<file path="src/rtl/am_burst_sequencer.sv">
// am_burst_sequencer
// Drives the AM carrier DAC with timed bursts: latches a burst configuration
// on start, then cycles ON/OFF (with optional linear envelope ramps) for a
// programmed number of bursts, or forever when the burst count is 0.
// Optional feature macro: AM_BURST_RAMP_EN (adds RAMP_UP/RAMP_DOWN states).
//
// Handshake: there is no valid/ready pair here; start is a level sampled only
// in IDLE on enabled cycles, and done is a one-clock pulse on entry to IDLE.
// The FSM state is kept in the named signal `state` for checker binding.
module am_burst_sequencer #(
    parameter int WIDTH         = 13,
    parameter int LOG2_MAX_DIST = 11,
    parameter int PHASE_WIDTH   = 32,
    parameter int CNT_WIDTH     = 16,
    parameter int BURST_WIDTH   = 8,
    parameter int RAMP_STEP     = 16
) (
    input  logic                   clk,
    input  logic                   reset_n,
    input  logic                   enable,
    input  logic                   start,
    input  logic                   abort,
    input  logic [WIDTH-1:0]       cfg_amplitude,
    input  logic [PHASE_WIDTH-1:0] cfg_freq_step,
    input  logic [CNT_WIDTH-1:0]   cfg_on_cycles,
    input  logic [CNT_WIDTH-1:0]   cfg_off_cycles,
    input  logic [BURST_WIDTH-1:0] cfg_bursts,
    output logic                   dac_enable,
    output logic [WIDTH-1:0]       dac_distance,
    output logic [PHASE_WIDTH-1:0] dac_freq_step,
    output logic                   busy,
    output logic                   done,
    output logic [BURST_WIDTH-1:0] burst_count
);

    localparam logic [WIDTH-1:0] AMP_MAX = WIDTH'((2 ** LOG2_MAX_DIST) - 1);

`ifdef AM_BURST_RAMP_EN
    typedef enum logic [2:0] {IDLE, RAMP_UP, ON, RAMP_DOWN, OFF} state_t;
    localparam logic [WIDTH:0] STEP = (WIDTH + 1)'(RAMP_STEP);
`else
    typedef enum logic [1:0] {IDLE, ON, OFF} state_t;
`endif

    state_t                 state, state_d;
    logic [WIDTH-1:0]       amp, amp_d;
    logic [WIDTH-1:0]       tgt, tgt_d;
    logic [PHASE_WIDTH-1:0] freq, freq_d;
    logic [CNT_WIDTH-1:0]   on_len, on_len_d;
    logic [CNT_WIDTH-1:0]   off_len, off_len_d;
    logic [CNT_WIDTH-1:0]   on_cnt, on_cnt_d;
    logic [CNT_WIDTH-1:0]   off_cnt, off_cnt_d;
    logic [BURST_WIDTH-1:0] bursts_cfg, bursts_d;
    logic [BURST_WIDTH-1:0] count, count_d, count_inc;
    logic                   done_d;
    logic                   burst_end;
    logic                   last_burst;
    logic [WIDTH-1:0]       cfg_amp_clamped;
    logic [CNT_WIDTH-1:0]   cfg_on_len;
    logic                   dac_enable_q, busy_q, done_q;

`ifdef AM_BURST_RAMP_EN
    logic                   aborting, aborting_d;
    logic [WIDTH:0]         amp_up_sum;
    logic [WIDTH-1:0]       amp_up, amp_dn;

    // Envelope step values: saturate at the target going up and at 0 going down.
    assign amp_up_sum = {1'b0, amp} + STEP;
    assign amp_up     = (amp_up_sum >= {1'b0, tgt}) ? tgt : amp_up_sum[WIDTH-1:0];
    assign amp_dn     = ({1'b0, amp} > STEP) ? (amp - STEP[WIDTH-1:0]) : '0;
`endif

    // Configuration decode: clamp amplitude to DAC full scale, ON length at least 1.
    assign cfg_amp_clamped = (cfg_amplitude > AMP_MAX) ? AMP_MAX : cfg_amplitude;
    assign cfg_on_len      = (cfg_on_cycles == '0) ? CNT_WIDTH'(1) : cfg_on_cycles;
    assign count_inc       = count + BURST_WIDTH'(1);
    assign last_burst      = (bursts_cfg != '0) && (count_inc == bursts_cfg);

    // Next-state and datapath update; nothing advances unless enable is high.
    always_comb begin
        state_d   = state;
        amp_d     = amp;
        tgt_d     = tgt;
        freq_d    = freq;
        on_len_d  = on_len;
        off_len_d = off_len;
        on_cnt_d  = on_cnt;
        off_cnt_d = off_cnt;
        bursts_d  = bursts_cfg;
        count_d   = count;
        done_d    = 1'b0;
        burst_end = 1'b0;
`ifdef AM_BURST_RAMP_EN
        aborting_d = aborting;
`endif
        if (enable) begin
            case (state)
                IDLE: begin
                    if (start && !abort) begin
                        tgt_d     = cfg_amp_clamped;
                        freq_d    = cfg_freq_step;
                        on_len_d  = cfg_on_len;
                        off_len_d = cfg_off_cycles;
                        bursts_d  = cfg_bursts;
                        count_d   = '0;
`ifdef AM_BURST_RAMP_EN
                        amp_d      = '0;
                        aborting_d = 1'b0;
                        state_d    = RAMP_UP;
`else
                        amp_d    = cfg_amp_clamped;
                        on_cnt_d = cfg_on_len;
                        state_d  = ON;
`endif
                    end
                end
`ifdef AM_BURST_RAMP_EN
                RAMP_UP: begin
                    if (abort) begin
                        aborting_d = 1'b1;
                        state_d    = RAMP_DOWN;
                    end else begin
                        amp_d = amp_up;
                        if (amp_up == tgt) begin
                            on_cnt_d = on_len;
                            state_d  = ON;
                        end
                    end
                end
`endif
                ON: begin
                    if (abort) begin
`ifdef AM_BURST_RAMP_EN
                        aborting_d = 1'b1;
                        state_d    = RAMP_DOWN;
`else
                        amp_d   = '0;
                        done_d  = 1'b1;
                        state_d = IDLE;
`endif
                    end else if (on_cnt <= CNT_WIDTH'(1)) begin
`ifdef AM_BURST_RAMP_EN
                        state_d = RAMP_DOWN;
`else
                        amp_d     = '0;
                        burst_end = 1'b1;
`endif
                    end else begin
                        on_cnt_d = on_cnt - CNT_WIDTH'(1);
                    end
                end
`ifdef AM_BURST_RAMP_EN
                RAMP_DOWN: begin
                    // An abort seen while already ramping down also ends the sequence.
                    aborting_d = aborting | abort;
                    amp_d      = amp_dn;
                    if (amp_dn == '0) begin
                        if (aborting || abort) begin
                            aborting_d = 1'b0;
                            done_d     = 1'b1;
                            state_d    = IDLE;
                        end else begin
                            burst_end = 1'b1;
                        end
                    end
                end
`endif
                OFF: begin
                    if (abort) begin
                        done_d  = 1'b1;
                        state_d = IDLE;
                    end else if (off_cnt <= CNT_WIDTH'(1)) begin
`ifdef AM_BURST_RAMP_EN
                        state_d = RAMP_UP;
`else
                        amp_d    = tgt;
                        on_cnt_d = on_len;
                        state_d  = ON;
`endif
                    end else begin
                        off_cnt_d = off_cnt - CNT_WIDTH'(1);
                    end
                end
                default: state_d = IDLE;
            endcase

            // Burst completion: count it, then finish, gap, or restart.
            if (burst_end) begin
                count_d = count_inc;
                if (last_burst) begin
                    done_d  = 1'b1;
                    state_d = IDLE;
                end else begin
`ifdef AM_BURST_RAMP_EN
                    if (off_len == '0) begin
                        state_d = RAMP_UP;
                    end else begin
                        off_cnt_d = off_len;
                        state_d   = OFF;
                    end
`else
                    // Without ramps a zero-length gap still shows one zero-amplitude cycle.
                    off_cnt_d = off_len;
                    state_d   = OFF;
`endif
                end
            end
        end
    end

    // State, configuration and registered output flops.
    always_ff @(posedge clk or negedge reset_n) begin
        if (!reset_n) begin
            state        <= IDLE;
            amp          <= '0;
            tgt          <= '0;
            freq         <= '0;
            on_len       <= '0;
            off_len      <= '0;
            on_cnt       <= '0;
            off_cnt      <= '0;
            bursts_cfg   <= '0;
            count        <= '0;
            dac_enable_q <= 1'b0;
            busy_q       <= 1'b0;
            done_q       <= 1'b0;
`ifdef AM_BURST_RAMP_EN
            aborting     <= 1'b0;
`endif
        end else begin
            state        <= state_d;
            amp          <= amp_d;
            tgt          <= tgt_d;
            freq         <= freq_d;
            on_len       <= on_len_d;
            off_len      <= off_len_d;
            on_cnt       <= on_cnt_d;
            off_cnt      <= off_cnt_d;
            bursts_cfg   <= bursts_d;
            count        <= count_d;
            dac_enable_q <= (state_d != IDLE) && (state_d != OFF);
            busy_q       <= (state_d != IDLE);
            done_q       <= done_d;
`ifdef AM_BURST_RAMP_EN
            aborting     <= aborting_d;
`endif
        end
    end

    assign dac_enable    = dac_enable_q;
    assign dac_distance  = amp;
    assign dac_freq_step = freq;
    assign busy          = busy_q;
    assign done          = done_q;
    assign burst_count   = count;

endmodule

</file>
<file path="config.mk">
export PLATFORM = sky130hd
export DESIGN_NAME = am_burst_sequencer
export DESIGN_NICKNAME = d
export VERILOG_FILES = /design/src/rtl/am_burst_sequencer.sv
export SDC_FILE = /design/constraint.sdc
export NUM_CORES = 1
export LEC_CHECK = 0
export CELL_PAD_IN_SITES_DETAIL_PLACEMENT = 1
export CELL_PAD_IN_SITES_GLOBAL_PLACEMENT = 1
export CORE_MARGIN = 3
export CORE_UTILIZATION = 40
export CTS_CLUSTER_DIAMETER = 100
export CTS_CLUSTER_SIZE = 24
export DETAILED_ROUTE_END_ITERATION = 6
export PLACE_DENSITY_LB_ADDON = 0.1
export SYNTH_ARGS = -nofsm -noshare
export SYNTH_HDL_FRONTEND = slang
export SYNTH_SLANG_ARGS = --single-unit
</file>
<file path="constraint.sdc">
create_clock -name clk -period 3.41 [get_ports clk]
set_clock_uncertainty 0.05 [all_clocks]
set_input_delay 1.023 -clock clk [delete_from_list [all_inputs] [get_ports clk]]
set_output_delay 1.023 -clock clk [all_outputs]
set_load 0.02 [all_outputs]
</file>
# After elaboration in Yosys (flattened, before gate mapping)
# Index checks and enable logic that the tools add are counted.
dict set report totals {
  register_bits 143
  in_bits 90
  output_inout_bits 56
}
dict set report classes {
  add_sub_neg 3
  magnitude_cmp 3
  n_eq_ne 10
  mux 39
  n_reduce_logical 16
}
# operator n
set op_table {}
lappend op_table {{two-way mux 16 bit} 11}
lappend op_table {{two-way mux 13 bit} 6}
lappend op_table {{one-hot mux 16 bit (3 select lines)} 1}
lappend op_table {{one-hot mux 13 bit (3 select lines)} 1}
lappend op_table {{<= comparator 16 x 1 -> 1 bit, second input constant} 2}
lappend op_table {{subtractor 16 x 1 -> 16 bit, second input constant} 2}
lappend op_table {{two-way mux 8 bit} 3}
lappend op_table {{logical NOT 16 bit} 1}
lappend op_table {{two-way mux 2 bit} 7}
lappend op_table {{> comparator 13 x 11 -> 1 bit, second input constant} 1}
lappend op_table {{!= test 2 bit, second input constant} 6}
lappend op_table {{two-way mux 1 bit} 9}
lappend op_table {{adder 8 x 1 -> 8 bit, second input constant} 1}
lappend op_table {{== test 8 bit} 1}
lappend op_table {{nonzero test 8 bit} 1}
lappend op_table {{AND reduction 7 bit} 1}
lappend op_table {{one-hot mux 2 bit (3 select lines)} 1}
lappend op_table {{AND reduction 3 bit} 2}
lappend op_table {{AND reduction 6 bit} 1}
lappend op_table {{nonzero test 2 bit} 3}
lappend op_table {{logical AND 1 bit} 3}
lappend op_table {{!= test 3 bit, second input constant} 1}
lappend op_table {{nonzero test 3 bit} 1}
lappend op_table {{== test 2 x 1 -> 1 bit, second input constant} 1}
lappend op_table {{other kinds (4)} 4}

# Logic depth before layout (Yosys ltp)
# Gate-level depths: netlist of run 1.
dict set report depth {
  word_depth 9
  depth_mapped 10
  mapped_depth_nobuf 8
}

# Least setup slack after synthesis of run 1
# Ideal clock, no wire load.
dict set report synth_path {
  kind {register to register}
  start {reg count[0], in the netlist burst_count[0]}
  end {reg off_cnt[5]}
  t_arrival_ps 2522
  t_required_ps 3234
  setup_slack_ps 712
  path_stages_with_launch 8
  synth_period_minus_slack_ps 2698
  path_cell_list {dfrtp_1 -> ha_1 -> xor2_1 -> a211o_1 -> nor4b_1 -> a311oi_1 -> buf_2 -> a221o_1}
}
dict set report synth_via {
  elab_chain_len 5
}
# item line_no
set synth_rtl {}
lappend synth_rtl {{start, declared} 54} ;# logic [BURST_WIDTH-1:0] count, count_d, count_inc;
lappend synth_rtl {{start signal, assigned} 240} ;# count <= count_d;
lappend synth_rtl {{adder 8 x 1 -> 8 bit} 76} ;# assign count_inc = count + BURST_WIDTH'(1);
lappend synth_rtl {{== test 8 bit} 77} ;# assign last_burst = (bursts_cfg != '0) && (count_inc == bursts_cfg);
lappend synth_rtl {{logical AND 1 bit} 77}
lappend synth_rtl {{two-way mux 16 bit} 190} ;# if (last_burst) begin
lappend synth_rtl {{two-way mux 16 bit} 188} ;# if (burst_end) begin
lappend synth_rtl {{end signal, assigned} 238} ;# off_cnt <= off_cnt_d;
lappend synth_rtl {{end, declared} 52} ;# logic [CNT_WIDTH-1:0] off_cnt, off_cnt_d;
# Every way passes these cells.
# A chain may end at the register's enable or synchronous reset.

# Final worst setup path of run 1
dict set report layout_path {
  start {reg on_cnt[11]}
  end {reg off_cnt[4]}
}
dict set report layout_via {
  elab_chain_len 6
}
# item line_no
set layout_rtl {}
lappend layout_rtl {{start, declared} 51} ;# logic [CNT_WIDTH-1:0] on_cnt, on_cnt_d;
lappend layout_rtl {{start signal, assigned} 237} ;# on_cnt <= on_cnt_d;
lappend layout_rtl {{<= comparator 16 x 1 -> 1 bit} 141} ;# end else if (on_cnt <= CNT_WIDTH'(1)) begin
lappend layout_rtl {{two-way mux 1 bit} 141}
lappend layout_rtl {{two-way mux 1 bit} 132} ;# if (abort) begin
lappend layout_rtl {{two-way mux 1 bit} 97} ;# case (state)
lappend layout_rtl {{two-way mux 1 bit} 96} ;# if (enable) begin
lappend layout_rtl {{two-way mux 16 bit} 188}
# Every way passes these cells. The select of a mux whose other input is x is not followed.

==> results of run 1 <==
## cells in the mapped netlist (3+ instances only)
master      n
xor2_1      5
mux2i_1    11
a31oi_1     5
or2_2       4
and2_1      8
nor3_1      9
a222oi_1    8
a22oi_1     6
mux2_4      8
nor2b_1     4
or4_4       4
ha_1        9
a32oi_1     3
o21ai_0    51
xnor2_1     9
buf_2       4
a21oi_1    12
nand2_1    46
nand2b_1    3
a211o_1     5
o21ai_1    22
o31ai_1     4
mux2_2     75
or4_1       3
a221oi_1    4
o22ai_1     4
nor4_1     13
nand3_1    14
inv_1      22
dfrtp_1   143
a221o_1     3
nor2_1     50
clkbuf_1   27
nand4_1     4
## cell families after synthesis
logic type / share of synthesized area (%)
flops: 51.27
buf+inv: 3.317
compound gates: 14.06
mux: 15.40
fa+ha+maj: 1.614
xor+xnor: 1.757
simple gates: 12.58
## sequential cells by signal, indices dropped and copies added (netlist names), 2 cells and up
name and flops:
bursts_cfg 8, off_len 16, dac_distance 13, state 2
on_cnt 16, burst_count 8, dac_freq_step 32, off_cnt 16
on_len 16, tgt 13
## routing by layer
metal  vias to the layer above  track usage (%)  wire (um)
met5                         -                0          0
met4                         0            4.576        171
met3                        12            7.666       1298
met2                       132            35.41       9624
met1                      2833            25.75       8470
li1                       2635                -          -
## placed cells by master (no fill, tap or decap), types with 5 or more instances in the layout
cell,Yosys,layout
a211o_1,5,5
a21oi_1,12,12
a222oi_1,8,8
a22oi_1,6,6
a31oi_1,5,5
and2_1,8,8
buf_4,1,24
clkbuf_16,0,17
clkdlybuf4s50_1,0,144
dfrtp_1,143,143
ha_1,9,9
inv_1,22,22
inv_6,0,5
mux2_2,75,75
mux2_4,8,8
mux2i_1,11,11
nand2_1,46,46
nand3_1,14,13
nor2_1,50,50
nor3_1,9,9
nor4_1,13,13
o21ai_0,51,51
o21ai_1,22,22
xnor2_1,9,9
xor2_1,5,5
## area by class of cell
cell class | instances | area, sq um
fill | 1823 | 7466
sequential | 143 | 3578
multi-input combinational | 439 | 3182
timing repair buffer | 170 | 1653
clock buffer | 19 | 452.9
tap | 220 | 275.3
clock inverter | 13 | 128.9
inverter | 22 | 82.58
## worst paths after layout
check                           start       endpoint  slack, ns  depth (start not counted)
setup / recovery           on_cnt[11]     off_cnt[4]       0.45                          7
hold / removal                tgt[11]        tgt[11]       0.43                          1
setup reg to reg           on_cnt[11]     off_cnt[4]       0.45                          7
hold reg to reg               tgt[11]        tgt[11]       0.43                          1
max in group asynchronous     reset_n  bursts_cfg[4]       1.96                          2
min in group asynchronous     reset_n      on_len[4]       0.56                          1
## power by group
part / switching (uW) / internal [uW]
logic: 1130 / 1150
registers: 408 / 2290
clock network: 777 / 1060
total: 2310 / 4490
## per-stage QoR
step	std cells	area [sq um]	total power (uW)
after floorplan	637	6979	3976
after global placement	994	8771	4882
after detailed placement	994	8771	5005
after CTS	1026	9353	6880
after global routing	1026	9353	7219
final	1026	9353	6804
## critical path, delay by kind of cell, from the launching register on
kind | cells | cell delay [ns]
AND/OR/NAND/NOR | 3 | 1.33
AO/OA/AOI/OAI | 2 | 0.56
flip-flops | 1 | 0.43
buffers and inverters | 1 | 0.23
multiplexers | 1 | 0.23
==> summary.txt, run 1 <==
Outcome
  – Run status: finished, final reports clean

Clock network
  – Latest clock arrival within the worst-skew pair: 0.43 ns
  – Hold-fix buffers at CTS: 0
  – Deepest level of the CTS H-tree: 4
  – Clock Root Buffer: clkbuf_16
  – Cts bufs inserted: 17
  – Buffers inserted during post-CTS setup optimization: 0
  – Total of cells resized after clock tree synthesis: 0
  – CTS tree: done
  – Clock sink count: 143
  – Reg clk slew, reported paths: 0.06 ns
  – CTS Buffer Depth: 2

Synth
  – Number of flops mapped to enable cells by yosys: 0
  – Most used DFF post-synth: dfrtp_1
  – Synth Instances: 637
  – Most area-consuming cells after synthesis: dfrtp_1, mux2_2, o21ai_0, nor2_1, nand2_1
  – Synthesis-stage register bit count: 143
  – Most area-hungry cell type in the Yosys netlist: dfrtp_1
  – Area share of the largest cell type after synthesis: 51.27%
  – Proportion of register bits with asynchronous set or reset after synthesis: 100.0%
  – Fraction of the yosys area taken by sequential cells: 51.27%
  – Number of nets in the synthesized netlist: 736
  – Combined area of all synthesized cells: 0.006979 sq mm
  – Mean area per synthesized cell: 10.96 sq um
  – Yosys warning count: 0
  – Netlist cell types: 61

Power
  – Maximum vdd ir drop: 361.9 uV
  – Areal power density over the cells: 727.5 mW/mm^2
  – Leakage component of the power: 0.003894 uW

Floorplanning
  – Initial core utilization: 41.50%
  – Die Span X: 138.1 um
  – I/O pin cnt: 146
  – Die outline area: 0.01907 sq mm
  – Chip height: 138.1 um
  – Row Count: 47
  – Standard cell core area: 0.01682 sq mm

Hold path
  – Worst min path class: flop to flop

Final layout
  – Area growth syn-to-layout: 34.01%
  – Share of the core filled with cells in the final layout: 55.61%
  – Number of antenna cells inserted: 0
  – Fraction of layout instances using a drive strength above 1: 19.85%
  – Nets: 892

Global route
  – All-Layer GR Usage: 20.91%
  – GRT Residual Overflow: 0
  – Via count of the first global-routing pass: 6278
  – Largest net degree at the start of global routing: 74
  – Initial antenna violation count: 0
  – Global-route wire length before repair: 32.85 mm

Run
  – Max_cap viols: 0

Detailed routing
  – Routed wire length: 19.57 mm
  – Routed wire length per instance: 19.07 um
  – Drt pass-1 iters: 4
  – Violation count after the first detailed-routing iteration: 243
  – DR DRC count: 0
  – Number of vias per cell: 5.470
  – Number of vias in the routed layout: 5612
  – Post-detailed-route count of antenna-violating nets: 0

STA
  – RSZ-0062 raised after global routing: false
  – Period utilization: 86.75%
  – Setup violators final: 0
  – Final critical path time including I/O delays and setup: 2.958 ns
  – Final Max Tran Viols: 0
  – Aggregate negative setup slack: 0 ns
  – FMAX: 338.0 MHz
  – Hold violation total from the final report: 0
  – Final hold slack: 0.4328 ns
  – Final WS setup: 0.4517 ns
  – Worst relative slew slack: 51.81%
  – Slew at the pin with the worst max-slew slack: 0.7228 ns

Worst setup path
  – Slowest cell on crit path: or4_1
  – Cell-by-cell listing of the critical path: or4_1 > nor4_2 > nand3_1 > a31oi_2 > buf_4 > mux2i_1 > a22oi_1
  – Crit path capture type: flop
  – Data required time at the worst endpoint: 3.66 ns
  – Worst endpoint data arrival time: 3.21 ns
  – Highest fanout seen on the critical path: 6
  – Sort of element at the start of the critical path: flop
  – Critical path's largest stage delay: 0.64 ns
  – WS Path Type: flop to flop

Placement
  – Worst setup slack before clock tree synthesis: 0.1830 ns
  – Number of buffers inserted by port buffering: 145
  – Placed wire-length estimate: 13.96 mm
  – Weighted congestion at the end of routability-driven global placement: 0.7915
Note: power is estimated with default switching activity, not from simulation.
==> inputs of run 2 (changes only) <==
- RECOVER_POWER: default -> 100
==> run 2 against run 1 <==
  * Flip-flop and latch count did not move
  * Die area unchanged
  * Critical endpoint is now dac_freq_step[2]
  * Routed wire length fell by 0.35%
  * The run now ends with capacitance limit, slew limit left
  * Global-route usage unchanged
  * Worst hold slack gained 0.0015 ns
==> summary.txt, run 2 (synthesis results as in run 1) <==
STA
  – FMAX: 325.3 MHz (-3.8%)
  – Worst relative slew slack: -26.78% (-79 points)
  – Slew at the pin with the worst max-slew slack: 1.902 ns (+1.179 ns)
  – Aggregate negative setup slack: 0 ns (unchanged)
  – Final critical path time including I/O delays and setup: 3.074 ns (+0.1156 ns)
  – RSZ-0062 raised after global routing: false
  – Final Max Tran Viols: 74 (+74)
  – Hold violation total from the final report: 0 (unchanged)
  – Period utilization: 90.14% (+3.4 points)
  – Setup violators final: 0 (unchanged)

Detailed routing
  – Number of vias in the routed layout: 5602 (-0.18%)
  – Violation count after the first detailed-routing iteration: 241 (-0.82%)
  – Number of vias per cell: 5.460 (-0.18%)
  – Post-detailed-route count of antenna-violating nets: 0 (unchanged)
  – DR DRC count: 0 (unchanged)
  – Routed wire length: 19.50 mm (-0.35%)
  – Routed wire length per instance: 19.00 um (-0.35%)
  – Drt pass-1 iters: 4 (unchanged)

Power
  – Leakage component of the power: 0.003886 uW (-0.22%)
  – Total chip power: 6642 uW (-2.4%)
  – Areal power density over the cells: 718.2 mW/mm^2 (-1.3%)
  – Maximum vdd ir drop: 357.8 uV (-1.1%)

Outcome
  – Run status: finished, violations left
  – Failing checks: capacitance limit, slew limit

Placement
  – Weighted congestion at the end of routability-driven global placement: 0.7915 (unchanged)
  – Total placed instance area: 0.008771 sq mm (unchanged)
  – Placed wire-length estimate: 13.96 mm (unchanged)
  – Number of buffers inserted by port buffering: 145 (unchanged)
  – Cell Count Post-Placement: 994 (unchanged)

Final layout
  – Fraction of layout instances using a drive strength above 1: 17.74% (-2.1 points)
  – Most common cell after layout, fill and taps aside: dfrtp_1
  – Area growth syn-to-layout: 32.50%
  – Commonest non-fill, non-tap cells in the layout: dfrtp_1, clkdlybuf4s50_1, mux2_2
  – Post-route cell area: 0.009248 sq mm (-1.1%)
  – Max reg flops: 32 (unchanged)
  – Post-route non-filler standard cell count: 1026 (unchanged)
  – Share of the core filled with cells in the final layout: 54.98% (-0.62 points)
  – Nets: 892 (unchanged)
  – Number of antenna cells inserted: 0 (unchanged)

Floorplanning
  – Die outline area: 0.01907 sq mm (unchanged)
  – Chip height: 138.1 um (unchanged)
  – Standard cell core area: 0.01682 sq mm (unchanged)
  – Die Span X: 138.1 um (unchanged)
  – I/O pin cnt: 146 (unchanged)
  – Initial core utilization: 41.50% (unchanged)
  – Row Count: 47 (unchanged)

Global route
  – Via count of the first global-routing pass: 6278 (unchanged)
  – GRT Residual Overflow: 0 (unchanged)
  – Initial antenna violation count: 0 (unchanged)
  – All-Layer GR Usage: 20.91% (unchanged)
  – Global-route wire length before repair: 32.85 mm (unchanged)
  – Largest net degree at the start of global routing: 74 (unchanged)

Worst setup path
  – Highest fanout seen on the critical path: 38 (+32)
  – Worst reg2reg startpoint: burst_count[0]
  – Crit path capture type: flop
  – Data required time at the worst endpoint: 3.67 ns (about the same)
  – Worst endpoint data arrival time: 3.33 ns (+0.12 ns)
  – Worst r2r dst: off_cnt[7]
  – Sort of element at the start of the critical path: input pin
  – WS Path Type: input pin to flop
  – Register-to-Register Path Depth: 9 (+2)
  – R2R setup slack: 0.35 ns (-0.10 ns)

Run
  – Max_cap viols: 1 (+1)

Clock network
  – Clock Root Buffer: clkbuf_16
  – Total of cells resized after clock tree synthesis: 0 (unchanged)
  – Latest clock arrival within the worst-skew pair: 0.43 ns (about the same)
  – Deepest level of the CTS H-tree: 4 (unchanged)
  – CTS tree: done
  – Buffers inserted during post-CTS setup optimization: 0 (unchanged)
  – Reg clk slew, reported paths: 0.06 ns (about the same)
  – Hold-fix buffers at CTS: 0 (unchanged)
  – Cts bufs inserted: 17 (unchanged)
  – Clock sink count: 143 (unchanged)
  – CTS Buffer Depth: 2 (unchanged)

Hold path
  – Terminating pin of the worst hold path: tgt[1]
  – Hold Startpoint: tgt[1]
  – Worst min path class: flop to flop
  – Hold depth: 2 (+1)
## run 2: area by class of cell
cell class | instances | area (sq um)
fill | 1828 | 7571
sequential | 143 | 3578
clock buffer | 19 | 452.9
inverter | 22 | 82.58
timing repair buffer | 170 | 1600
multi-input combinational | 439 | 3129
tap | 220 | 275.3
clock inverter | 13 | 128.9
## run 2: through the flow
| stage | setup slack [ns] | hold WS, ns |
|---|---|---|
| 2_1_floorplan | 0.7124 | 0.3997 |
| 3_3_place_gp | 0.3520 | 0.4126 |
| 3_5_place_dp | 0.1830 | 0.4206 |
| 4_1_cts | 0.4653 | 0.4399 |
| 5_1_grt | 0.1278 | 0.4665 |
| 6_report | 0.3362 | 0.4342 |
## run 2: worst max-delay path by stage
stage                   start          endpoint  slack, ns  depth (start not counted)
2_1_floorplan  burst_count[0]        off_cnt[5]       0.71                          7
3_3_place_gp            abort        off_cnt[7]       0.35                          7
3_5_place_dp            abort        off_cnt[6]       0.18                          7
4_1_cts            on_cnt[11]        off_cnt[4]       0.47                          7
5_1_grt            on_cnt[11]        off_cnt[4]       0.13                          7
6_report               enable  dac_freq_step[2]       0.34                          6
## run 2: layer usage
metal  vias to the layer above  GRT usage, %  wire length (um)
met3                        15         7.666              1353
met5                         -             0                 0
li1                       2633             -                 -
met4                         0         4.576               176
met2                       146         35.41              9593
met1                      2808         25.75              8372
## run 2: worst max-delay path: stages
cell and delay (ns):
dlygate4sd3_1 0.54, clkbuf_1 0.22, buf_4 0.28, nand3_1 0.18, clkbuf_2 0.57, mux2_2 0.48
## run 2: where the power goes
| part | internal [uW] | leakage (uW) | switching, uW |
|---|---|---|---|
| clock | 1060 | 0.000281 | 781 |
| combinational | 1010 | 0.00187 | 1110 |
| sequential | 2290 | 0.00173 | 393 |
